**src/rtl/pipe_ctrl_pkg.sv**
```systemverilog
// Shared opcodes, shadow-entry layout and FSM encoding for the RV32I pipeline controller.
package pipe_ctrl_pkg;

  localparam logic [6:0] OP_LOAD   = 7'd3;
  localparam logic [6:0] OP_STORE  = 7'd35;
  localparam logic [6:0] OP_RTYPE  = 7'd51;
  localparam logic [6:0] OP_BRANCH = 7'd99;
  localparam logic [6:0] OP_IMM    = 7'd19;
  localparam logic [6:0] OP_JAL    = 7'd111;
  localparam logic [6:0] OP_LUI    = 7'd55;

  localparam logic [31:0] NOP_INSTR = 32'h0000_0013;

  typedef struct packed {
    logic       valid;
    logic [4:0] rd;
    logic       we;
    logic       load;
  } shadow_t;

  typedef enum logic {ST_RUN, ST_DWAIT} ctrl_state_e;

  // True when a live writer in shadow s produces a register the IF/ID instruction reads.
  function automatic logic src_hit(input shadow_t s, input logic re1, input logic [4:0] rs1,
                                   input logic re2, input logic [4:0] rs2);
    return s.valid && s.we && ((re1 && (rs1 == s.rd)) || (re2 && (rs2 == s.rd)));
  endfunction

endpackage

```
**src/rtl/rv_use_decode.sv**
```systemverilog
// Opcode to register-usage decode; purely combinational, no state.
module rv_use_decode
  import pipe_ctrl_pkg::*;
(
  input  logic [6:0] opcode,
  output logic       re1,
  output logic       re2,
  output logic       we,
  output logic       is_load
);

  always_comb begin
    re1     = 1'b0;
    re2     = 1'b0;
    we      = 1'b0;
    is_load = 1'b0;
    case (opcode)
      OP_LOAD:   begin re1 = 1'b1; we = 1'b1; is_load = 1'b1; end
      OP_STORE:  begin re1 = 1'b1; re2 = 1'b1; end
      OP_RTYPE:  begin re1 = 1'b1; re2 = 1'b1; we = 1'b1; end
      OP_BRANCH: begin re1 = 1'b1; re2 = 1'b1; end
      OP_IMM:    begin re1 = 1'b1; we = 1'b1; end
      OP_JAL:    we = 1'b1;
      OP_LUI:    we = 1'b1;
      default:   ;
    endcase
  end

endmodule

```
**src/rtl/pipe_hazard_ctrl.sv**
```systemverilog
// 5-stage pipeline controller: zero-latency enables/flushes from shadow rd tracking, memory freeze,
// timeout flag and stall counter. PIPE_HAZARD_FWD_EN limits interlock to load-use on EX.
module pipe_hazard_ctrl
  import pipe_ctrl_pkg::*;
#(
  parameter bit          REGFILE_WT  = 1'b0,
  parameter int unsigned MEM_TIMEOUT = 255
) (
  input  logic        clk,
  input  logic        rst,
  input  logic [31:0] id_instr,
  input  logic        id_valid,
  input  logic        ex_branch_taken,
  input  logic        mem_req,
  input  logic        mem_ready,
  output logic        pc_en,
  output logic        if_id_en,
  output logic        if_id_flush,
  output logic        id_ex_flush,
  output logic        ex_mem_en,
  output logic        mem_wb_en,
  output logic        stall,
  output logic        mem_err,
  output logic [31:0] stall_cycles
);

  localparam int CW = $clog2(MEM_TIMEOUT + 1);
  localparam logic [CW-1:0] WAIT_MAX = CW'(MEM_TIMEOUT);

  ctrl_state_e   state_q, state_d;
  shadow_t       ex_q, mem_q, wb_q, id_entry;
  logic [CW-1:0] wait_q, wait_d;
  logic          re1, re2, we_raw, ld_raw;
  logic          use1, use2, hazard, freeze, adv, ex_bubble;
  logic [4:0]    rd, rs1, rs2;
  logic          unused_bits;

  assign rd  = id_instr[11:7];
  assign rs1 = id_instr[19:15];
  assign rs2 = id_instr[24:20];
  assign unused_bits = ^{id_instr[31:25], id_instr[14:12], wb_q};

  rv_use_decode u_dec (
    .opcode  (id_instr[6:0]),
    .re1     (re1),
    .re2     (re2),
    .we      (we_raw),
    .is_load (ld_raw)
  );

  // x0 never reads as a dependency nor counts as a write.
  assign use1           = id_valid && re1 && (rs1 != 5'd0);
  assign use2           = id_valid && re2 && (rs2 != 5'd0);
  assign id_entry.valid = id_valid;
  assign id_entry.rd    = rd;
  assign id_entry.we    = id_valid && we_raw && (rd != 5'd0);
  assign id_entry.load  = id_valid && ld_raw;

`ifdef PIPE_HAZARD_FWD_EN
  assign hazard = ex_q.load && src_hit(ex_q, use1, rs1, use2, rs2);
`else
  assign hazard = src_hit(ex_q, use1, rs1, use2, rs2) || src_hit(mem_q, use1, rs1, use2, rs2) ||
                  ((REGFILE_WT == 1'b0) && src_hit(wb_q, use1, rs1, use2, rs2));
`endif

  assign freeze = mem_req && !mem_ready;

  always_comb begin
    state_d     = ST_RUN;
    wait_d      = '0;
    pc_en       = 1'b0;
    if_id_en    = 1'b0;
    if_id_flush = 1'b0;
    id_ex_flush = 1'b0;
    ex_mem_en   = 1'b0;
    mem_wb_en   = 1'b0;
    stall       = 1'b0;
    adv         = 1'b0;
    ex_bubble   = 1'b0;
    if (rst) begin
      if_id_flush = 1'b1;
      id_ex_flush = 1'b1;
    end else if (freeze) begin
      state_d = ST_DWAIT;
      if (state_q == ST_RUN)
        wait_d = CW'(1);
      else
        wait_d = (wait_q == WAIT_MAX) ? wait_q : wait_q + CW'(1);
    end else if (ex_branch_taken) begin
      pc_en       = 1'b1;
      if_id_en    = 1'b1;
      if_id_flush = 1'b1;
      id_ex_flush = 1'b1;
      ex_mem_en   = 1'b1;
      mem_wb_en   = 1'b1;
      adv         = 1'b1;
      ex_bubble   = 1'b1;
    end else if (hazard) begin
      id_ex_flush = 1'b1;
      ex_mem_en   = 1'b1;
      mem_wb_en   = 1'b1;
      stall       = 1'b1;
      adv         = 1'b1;
      ex_bubble   = 1'b1;
    end else begin
      pc_en     = 1'b1;
      if_id_en  = 1'b1;
      ex_mem_en = 1'b1;
      mem_wb_en = 1'b1;
      adv       = 1'b1;
    end
  end

  always_ff @(posedge clk) begin
    if (rst) begin
      state_q      <= ST_RUN;
      wait_q       <= '0;
      ex_q         <= '0;
      mem_q        <= '0;
      wb_q         <= '0;
      mem_err      <= 1'b0;
      stall_cycles <= '0;
    end else begin
      state_q <= state_d;
      wait_q  <= wait_d;
      if (freeze && (wait_d == WAIT_MAX))
        mem_err <= 1'b1;
      if (adv) begin
        ex_q  <= ex_bubble ? '0 : id_entry;
        mem_q <= ex_q;
        wb_q  <= mem_q;
      end
      if (stall && (stall_cycles != '1))
        stall_cycles <= stall_cycles + 32'd1;
    end
  end

endmodule

```
**config.mk**
```make
export PLATFORM = sky130hd
export DESIGN_NAME = pipe_hazard_ctrl
export DESIGN_NICKNAME = d
export VERILOG_FILES = /design/src/rtl/pipe_ctrl_pkg.sv /design/src/rtl/rv_use_decode.sv /design/src/rtl/pipe_hazard_ctrl.sv
export SDC_FILE = /design/constraint.sdc
export NUM_CORES = 1
export LEC_CHECK = 0
export CAP_MARGIN = 15
export CORE_MARGIN = 5
export CORE_UTILIZATION = 30
export DETAILED_ROUTE_END_ITERATION = 8
export DONT_BUFFER_PORTS = 1
export PLACE_DENSITY_LB_ADDON = 0.12
export SLEW_MARGIN = 20
export SYNTH_ARGS = -nofsm -noshare
export SYNTH_HDL_FRONTEND = slang
export SYNTH_SLANG_ARGS = --single-unit
```
**constraint.sdc**
```tcl
create_clock -name clk -period 4.93 [get_ports clk]
set_input_delay 1.479 -clock clk [delete_from_list [all_inputs] [get_ports clk]]
set_output_delay 1.479 -clock clk [all_outputs]
set_load 0.1 [all_outputs]
```
==> results of run 1 <==
## worst max path at each step
stage / start / endpoint
after floorplan: id_instr[24] / id_ex_flush
after global placement: id_instr[23] / id_ex_flush
after detailed placement: id_instr[23] / id_ex_flush
after CTS: id_instr[23] / id_ex_flush
after global routing: id_instr[23] / id_ex_flush
final: id_instr[23] / id_ex_flush
## cell type report
type,count,area share
clock buffer,11,0.0578
multi-input combinational,318,0.502
timing repair buffer,29,0.0634
inverter,7,0.00746
tap,140,0.0435
sequential,63,0.313
clock inverter,4,0.0118
## kinds of logic (layout without fill, tap and decap cells)
logic type	Yosys count	after routing	share of synthesized area
AOI/OAI and AO/OA	87	87	0.165
muxes	12	12	0.0387
buffers and inverters	26	51	0.0373
xor gates and xnor gates	34	34	0.0878
and+or+nand+nor	183	183	0.292
adders and majority gates	2	2	0.00738
DFF	63	63	0.372
## placed cells by master, fill, tap and decap left out, types with 3 or more instances in the layout
cell / n
a21oi_1: 39
or4_1: 9
o31ai_1: 10
or3_1: 12
o21ai_0: 5
o211ai_1: 4
inv_1: 6
buf_12: 3
nor2b_1: 11
nand3_1: 16
nand2_1: 47
mux2i_1: 3
xor2_1: 26
buf_4: 26
nand2b_1: 7
xnor2_1: 8
dfxtp_1: 63
o21ai_1: 6
and3_1: 3
clkbuf_16: 9
mux2_1: 6
mux2_2: 3
nor4b_2: 4
nor3_1: 10
a22o_1: 6
nor4_1: 9
nand4_1: 16
nor2_1: 29
## worst max-delay path: stages
cell      delay [ps]
xor2_1           130
nor4_1           360
nand4_1          130
and3_1           260
o32ai_1          380
o21ai_0          160
nand2b_1         150
buf_12           180
## routing by layer
layer	track usage	vias to the layer above	part of all wire	wire length (microns)
met5	0	-	0	0
met4	0.0402	0	0.0049	45
met3	0.0632	2	0.089	820
met2	0.222	68	0.47	4310
met1	0.173	1452	0.44	4050
li1	-	1528	-	-
## sequential cells by signal (all words and copies together), names as in the netlist
name / flops
ex_q: 7
mem_err: 1
mem_q: 7
stall_cycles: 32
state_q: 1
wait_q: 8
wb_q: 7
## through the flow
step           utilization  hold slack, ps  setup TNS (ps)
3_5_place_dp         0.342             466               0
5_1_grt              0.368             498               0
2_1_floorplan            -             446            -110
3_3_place_gp         0.342             459               0
6_report             0.368             466               0
4_1_cts              0.368             474               0
## where the power goes
| part | internal [mW] | total (mW) | switching [mW] |
|---|---|---|---|
| clock network | 0.387 | 0.604 | 0.218 |
| registers | 0.515 | 0.522 | 0.00693 |
| logic | 0.0261 | 0.0732 | 0.0471 |
==> reports/qor.yml, run 1 <==
hold-path-cell-count: 2
synth_most_common_cell: "dfxtp_1"
cts_hold_buf: 0
instances_no_fill: 572
power_mw: 1.20
io_buffer_count: 0
crit_type: "primary input to output pin"
multi_input_area_sq_mm: 0.00202
fp.dieH_microns: 116
ys_ff_latch: 63
outcome: "finished clean"
gr-total-overflow: 0
clock_latency_ps: 320
grt_pass1_vias: 2910
setup_viol: 0
drc: 0
synth_cell_types: 52
cp.arrival_ps: 3230
clk_pin_slew_ps: 50
peakVddDrop_mv: 0.176
maxCapViolations: 0
endpoint_kind: "output pin"
routed_via_density: 5.33
timing.rr.end: "stall_cycles[21]"
area_growth_pct: 18.7
setup_ws_ps: 217
start_kind: "primary input"
finClkSkew_ps: 6.74
min_to: "wb_q[1]"
core_area_sq_mm: 0.0109
worstHoldStart: "wb_q[1]"
synth_flop_cell: "dfxtp_1"
hold_violations: 0
cts_buffer_depth: 2
reg2reg_slack_ps: 1450
timing.rr.start: "stall_cycles[5]"
ios: 78
worstPathMaxFanout: 5
max_freq_mhz: 212
r2r_cells: 8
antenna_cells: 0
die_area_sq_mm: 0.0135
numCtsBuffers: 9
slew_viol_final: 0
track_usage: 0.140
rsz0062_at_grt: "false"
cts_setup_buffers: 0
htreeDepth: 3
fillerInstances: 1123
dp_hpwl_microns: 6760
drt-pass1-iter-count: 4
powerDensity_mw_per_mm2: 298
synth_warnings: 0
synth.area.top_cells: "dfxtp_1 37%, xor2_1 6.7%, a21oi_1 5.8%, nand2_1 5.2%, nor2_1 3.3%"
initial_core_util: 0.310
cts_resized: 0
num_vias: 3050
period_share: 0.956
drive_gt1_frac: 0.132
finalNetCount: 468
grt_pass1_wl_microns: 14900
cts_tree: "built"
slew_headroom: 0.248
die_width_microns: 116
seq_area_sq_mm: 0.00126
synth_common_cells: "63 x dfxtp_1, 47 x nand2_1, 39 x a21oi_1"
ant_nets: 0
yosysSeqAreaShare: 0.372
syn_nets: 447
grt_start_max_net_pins: 65
min_path_type: "register to register"
final_cell_area_sq_mm: 0.00402
p_leak_nw: 1.38
antenna_found_initial: 0
syn_area_sq_mm: 0.00339
worstMarginPinSlew_ps: 1130
synth.top_cell.area_share: 0.372
post-route-min-period_ps: 4710
gp_congestion: 0.820
cts_sinks: 63
placed_area_sq_mm: 0.00374
drt_iter0_markers: 201
wl_microns: 9230
dp_slack_ps: 217
dpl.cell_count: 557
synth_cells: 407
critPathRequiredTime_ps: 3450
synth-edff-count: 0
floorplan.rows: 38
postSynthAreaPerCell_sq_um: 8.33
yosysTopAreaCell: "dfxtp_1"
wl_per_cell_microns: 16.1
root_buffer: "clkbuf_16"
ys_async_sr_fraction: 0
Power figures use the tool's default switching activity.
==> inputs of run 2 (changes only) <==
- CORE_MARGIN: 5 -> not set
==> reports/qor.yml, run 2 (synthesis results as in run 1) <==
wl_per_cell_microns: 16.0  # -1.1%
die_width_microns: 108  # -6.9%
reg_top3: "stall_cycles: 32 flops, wait_q: 8 flops"
dp_hpwl_microns: 6560  # -3.1%
grt_use_met3: 0.0591  # -0.00414
clk_pin_slew_ps: 50  # about the same
grt.met1_usage: 0.206  # +0.0339
start_kind: "primary input"
grt_start_max_net_pins: 65  # unchanged
outcome: "finished clean"
worstMarginPinSlew_ps: 1120  # -10.7 ps
cp.arrival_ps: 3200  # -30 ps
grt_pass1_wl_microns: 14600  # -2.2%
num_vias: 3011  # -1.3%
grt.busiest_layer: "met2"
final_cell_mix: "63 x dfxtp_1, 47 x nand2_1, 39 x a21oi_1"
cts_tree: "built"
io_buffer_count: 0  # unchanged
hold_violations: 0  # unchanged
slew_viol_final: 0  # unchanged
initial_core_util: 0.310  # unchanged
worstPathMaxFanout: 5  # unchanged
clock_latency_ps: 330  # about the same
multi_input_area_sq_mm: 0.00202  # unchanged
root_buffer: "clkbuf_16"
crit_type: "primary input to output pin"
fp.dieH_microns: 108  # -6.9%
setup_viol: 0  # unchanged
finClkSkew_ps: 6.40  # -0.338 ps
peakVddDrop_mv: 0.151  # -15%
die_area_sq_mm: 0.0117  # -13%
p_leak_nw: 1.41  # +1.7%
critPathRequiredTime_ps: 3450  # about the same
rsz0062_at_grt: "false"
ant_nets: 0  # unchanged
drt-pass1-iter-count: 4  # unchanged
area_growth_pct: 19.8
seq_area_sq_mm: 0.00126  # unchanged
top_register: "stall_cycles"
max_freq_mhz: 214  # +0.67%
hold_ws_ps: 480  # +14.1 ps
gp_congestion: 0.772  # -5.8%
cts_setup_buffers: 0  # unchanged
min_path_type: "register to register"
fillerInstances: 1144  # +1.9%
cts_hold_buf: 0  # unchanged
antenna_cells: 0  # unchanged
wl_microns: 9160  # -0.76%
core_area_sq_mm: 0.0109  # unchanged
largest_register_ff_count: 32  # unchanged
endpoint_kind: "output pin"
post-route-min-period_ps: 4680  # -31.4 ps
cts_buffer_depth: 2  # unchanged
numCtsBuffers: 9  # unchanged
period_share: 0.950  # -0.00638
drc: 0  # unchanged
htreeDepth: 3  # unchanged
gr-total-overflow: 0  # unchanged
ios: 78  # unchanged
cts_sinks: 63  # unchanged
cts_resized: 0  # unchanged
drive_gt1_frac: 0.136  # +0.00400
use_met2: 0.253  # +0.0305
final_util: 0.372  # +0.00355
antenna_found_initial: 0  # unchanged
layout_commonest_cell: "dfxtp_1"
slew_headroom: 0.255  # +0.00713
finalNetCount: 469  # +0.21%
maxCapViolations: 0  # unchanged
drt_iter0_markers: 172  # -14%
track_usage: 0.165  # +0.0242
powerDensity_mw_per_mm2: 302  # +1.4%
routed_via_density: 5.25  # -1.6%
grt_pass1_vias: 2854  # -1.9%
floorplan.rows: 38  # unchanged
run 2: layout make-up:
| cell class | count | share of cell area |
|---|---|---|
| Timing Repair Buffer | 30 | 0.0696 |
| Multi-Input combinational cell | 318 | 0.498 |
| Sequential cell | 63 | 0.310 |
| Inverter | 7 | 0.00739 |
| Tap cell | 140 | 0.0431 |
| Clock buffer | 12 | 0.0607 |
| Clock inverter | 4 | 0.0111 |
run 2: routing by layer:
layer / up-vias / wire length [microns]
met4: 0 / 206
li1: 1534 / -
met3: 18 / 620
met5: - / 0
met1: 1399 / 4230
met2: 60 / 4100
run 2: stage by stage:
stage / power (mW) / worst slack, ps / area [sq um] / setup TNS, ps / std cells
6_report: 1.23 / 249 / 4060 / 0 / 574
5_1_grt: 1.29 / 126 / 4060 / 0 / 574
4_1_cts: 1.25 / 221 / 4060 / 0 / 574
3_5_place_dp: 0.609 / 221 / 3770 / 0 / 558
3_3_place_gp: 0.609 / 192 / 3770 / 0 / 558
2_1_floorplan: 0.597 / -110 / 3410 / -110 / 407
run 2: report_power, final:
group / leakage, nW / switching, mW / internal (mW)
sequential: 0.509 / 0.00673 / 0.515
combinational: 0.751 / 0.0481 / 0.0287
clock: 0.146 / 0.227 / 0.402
run 2: path summary, 6_finish.rpt:
| path | start | to | slack, ps | cells past startpoint |
|---|---|---|---|---|
| hold / removal | wb_q[1] | wb_q[1] | 480 | 2 |
| setup reg to reg | stall_cycles[5] | stall_cycles[27] | 1470 | 8 |
| hold reg to reg | wb_q[1] | wb_q[1] | 480 | 2 |
| setup / recovery | id_instr[23] | id_ex_flush | 250 | 8 |
run 2: critical path: stages:
cell and delay (ps):
xor2_1 130, nor4_1 350, nand4_1 150, and3_1 260, o32ai_1 350, o21ai_0 160
nand2b_1 150, buf_12 180
==> inputs of run 3 (changes only) <==
- ABC_CLOCK_PERIOD_IN_PS: not set -> 4930
- GPL_TIMING_DRIVEN: not set -> 0
==> reports/qor.yml, run 3 (synthesis results as in run 1) <==
worstMarginPinSlew_ps: 1140  # +26.3 ps
worstPathMaxFanout: 4  # -1
ant_nets: 0  # unchanged
finClkSkew_ps: 6.23  # -0.174 ps
drive_gt1_frac: 0.108  # -0.0275
min_path_type: "register to register"
largest_register_ff_count: 32  # unchanged
critPathTopFamily: "compound AO/OA/AOI/OAI gates"
final_cell_area_sq_mm: 0.00397  # -2.3%
power.share.switching: 0.224  # -0.00523
routed.top_layer: "met4"
drt-met1-wl_microns: 4340  # +2.6%
crit_chain: "or4_4 -> o211ai_1 -> o32ai_2 -> a21boi_4 -> buf_12"
die_area_sq_mm: 0.0117  # unchanged
critPathMaxStageDelay_ps: 690  # +340 ps
fp.dieH_microns: 108  # unchanged
cell_internal_pwr_mw: 1.01  # +6.8%
dp_hpwl_microns: 7080  # +8.0%
setup_viol: 0  # unchanged
antenna_found_initial: 0  # unchanged
endpoint_kind: "output pin"
cts_buffer_depth: 2  # unchanged
maxCapViolations: 0  # unchanged
antenna_cells: 0  # unchanged
max_freq_mhz: 204  # -4.7%
crit_type: "primary input to output pin"
numCtsBuffers: 9  # unchanged
powerDensity_mw_per_mm2: 328  # +8.7%
drc: 0  # unchanged
cts_sinks: 63  # unchanged
peakVddDrop_mv: 0.168  # +12%
reg_top3: "stall_cycles: 32 flops, wait_q: 8 flops"
ios: 78  # unchanged
power_frac_clock: 0.535  # +0.022
clk_pin_slew_ps: 50  # about the same
io_buffer_count: 0  # unchanged
wl_met2_microns: 4330  # +5.6%
slew_viol_final: 0  # unchanged
final_cell_mix: "63 x dfxtp_1, 46 x nand2_1, 39 x a21oi_1"
clock_latency_ps: 340  # about the same
cts_hold_buf: 0  # unchanged
power_mw: 1.30  # +6.1%
outcome: "finished clean"
htreeDepth: 3  # unchanged
drt-pass1-iter-count: 4  # unchanged
slew_headroom: 0.238  # -0.0175
placed_area_sq_mm: 0.00359  # -4.8%
area_growth_pct: 17.0
hold_violations: 0  # unchanged
pwr-share-comb: 0.065  # +0.003
p_leak_nw: 1.31  # -6.8%
cp.arrival_ps: 3430  # +230 ps
layout_commonest_cell: "dfxtp_1"
dpl.cell_count: 547  # -2.0%
switchingPower_uw: 292  # +3.7%
instances_no_fill: 564  # -1.7%
routed_via_density: 5.37  # +2.4%
drt_iter0_markers: 145  # -16%
pwr-share-seq: 0.400  # -0.025
num_vias: 3030  # +0.63%
floorplan.rows: 38  # unchanged
wl_microns: 9560  # +4.3%
root_buffer: "clkbuf_16"
cts_tree: "built"
gr-total-overflow: 0  # unchanged
track_usage: 0.173  # +0.00844
cp.buffers_inverters: 1  # unchanged
rsz0062_at_grt: "true"
wl_met3_microns: 734  # +18%
die_width_microns: 108  # unchanged
top_register: "stall_cycles"
grt_pass1_vias: 2900  # +1.6%
critPathSlowestCell: "a21boi_4"
gp_congestion: 0.815  # +5.6%
grt_pass1_wl_microns: 15300  # +5.1%
hold_ws_ps: 480  # -0.673 ps
grt_start_max_net_pins: 11  # -83%
start_kind: "primary input"
finalNetCount: 459  # -2.1%
core_area_sq_mm: 0.0109  # unchanged
initial_core_util: 0.310  # unchanged
period_share: 0.996  # +0.0464
post-route-min-period_ps: 4910  # +229 ps
critPathRequiredTime_ps: 3450  # about the same
fillerInstances: 1151  # +0.61%
wl_per_cell_microns: 16.9  # +6.2%
[run 3: worst reg2reg max path: stages (launching register included)]
cell and delay (ps):
dfxtp_1 1070, nand4_1 490, nor4_2 780, nand2_1 160
nor2_1 320, o32a_4 250, buf_6 150, buf_4 200
mux2i_1 210, nor2_1 50
[run 3: what timing repair did]
item | CTS | global route
setup buffers | 2 | 0
resized for setup | 10 | 3
endpoints found under the setup margin | 4 | 3
pin swaps | 4 | 4
[run 3: path summary, 6_finish.rpt]
kind / start / end / slack, ps / cells after the start
setup / recovery: id_instr[21] / pc_en / 20 / 5
hold / removal: wb_q[1] / wb_q[1] / 480 / 2
setup reg to reg: stall_cycles[3] / stall_cycles[1] / 1120 / 9
hold reg to reg: wb_q[1] / wb_q[1] / 480 / 2
[run 3: routing by layer]
layer | vias to the layer above | global-route usage
met5 | - | 0
met1 | 1442 | 0.217
met3 | 9 | 0.0735
met4 | 0 | 0.0541
met2 | 71 | 0.268
li1 | 1508 | -
[run 3: power groups by stage]
stage | Combinational [mW] | Clock, mW | Sequential, mW
final | 0.0848 | 0.697 | 0.522
after floorplan | 0.0670 | 0 | 0.530
after CTS | 0.0849 | 0.716 | 0.521
after detailed placement | 0.0808 | 0 | 0.532
after global routing | 0.0915 | 0.740 | 0.522
after global placement | 0.0803 | 0 | 0.533
[run 3: layout make-up]
type,instances,area [sq um],share of cell area
buffer,18,113,0.0284
clock buffer,13,260,0.0656
clock inverter,3,65.1,0.0164
inverter,7,30.0,0.00757
multi-input combinational,318,2050,0.516
sequential,63,1260,0.318
tap,140,175,0.0442
timing repair buffer,2,15.0,0.00378
[run 3: through the flow]
stage | setup WS, ps | setup TNS (ps) | utilization
floorplan | -110 | -110 | -
global placement | -465 | -1090 | 0.328
detailed placement | -470 | -1090 | 0.328
finish | 19.7 | 0 | 0.363
global route | -50.0 | -62.4 | 0.363
CTS | 8.71 | 0 | 0.362
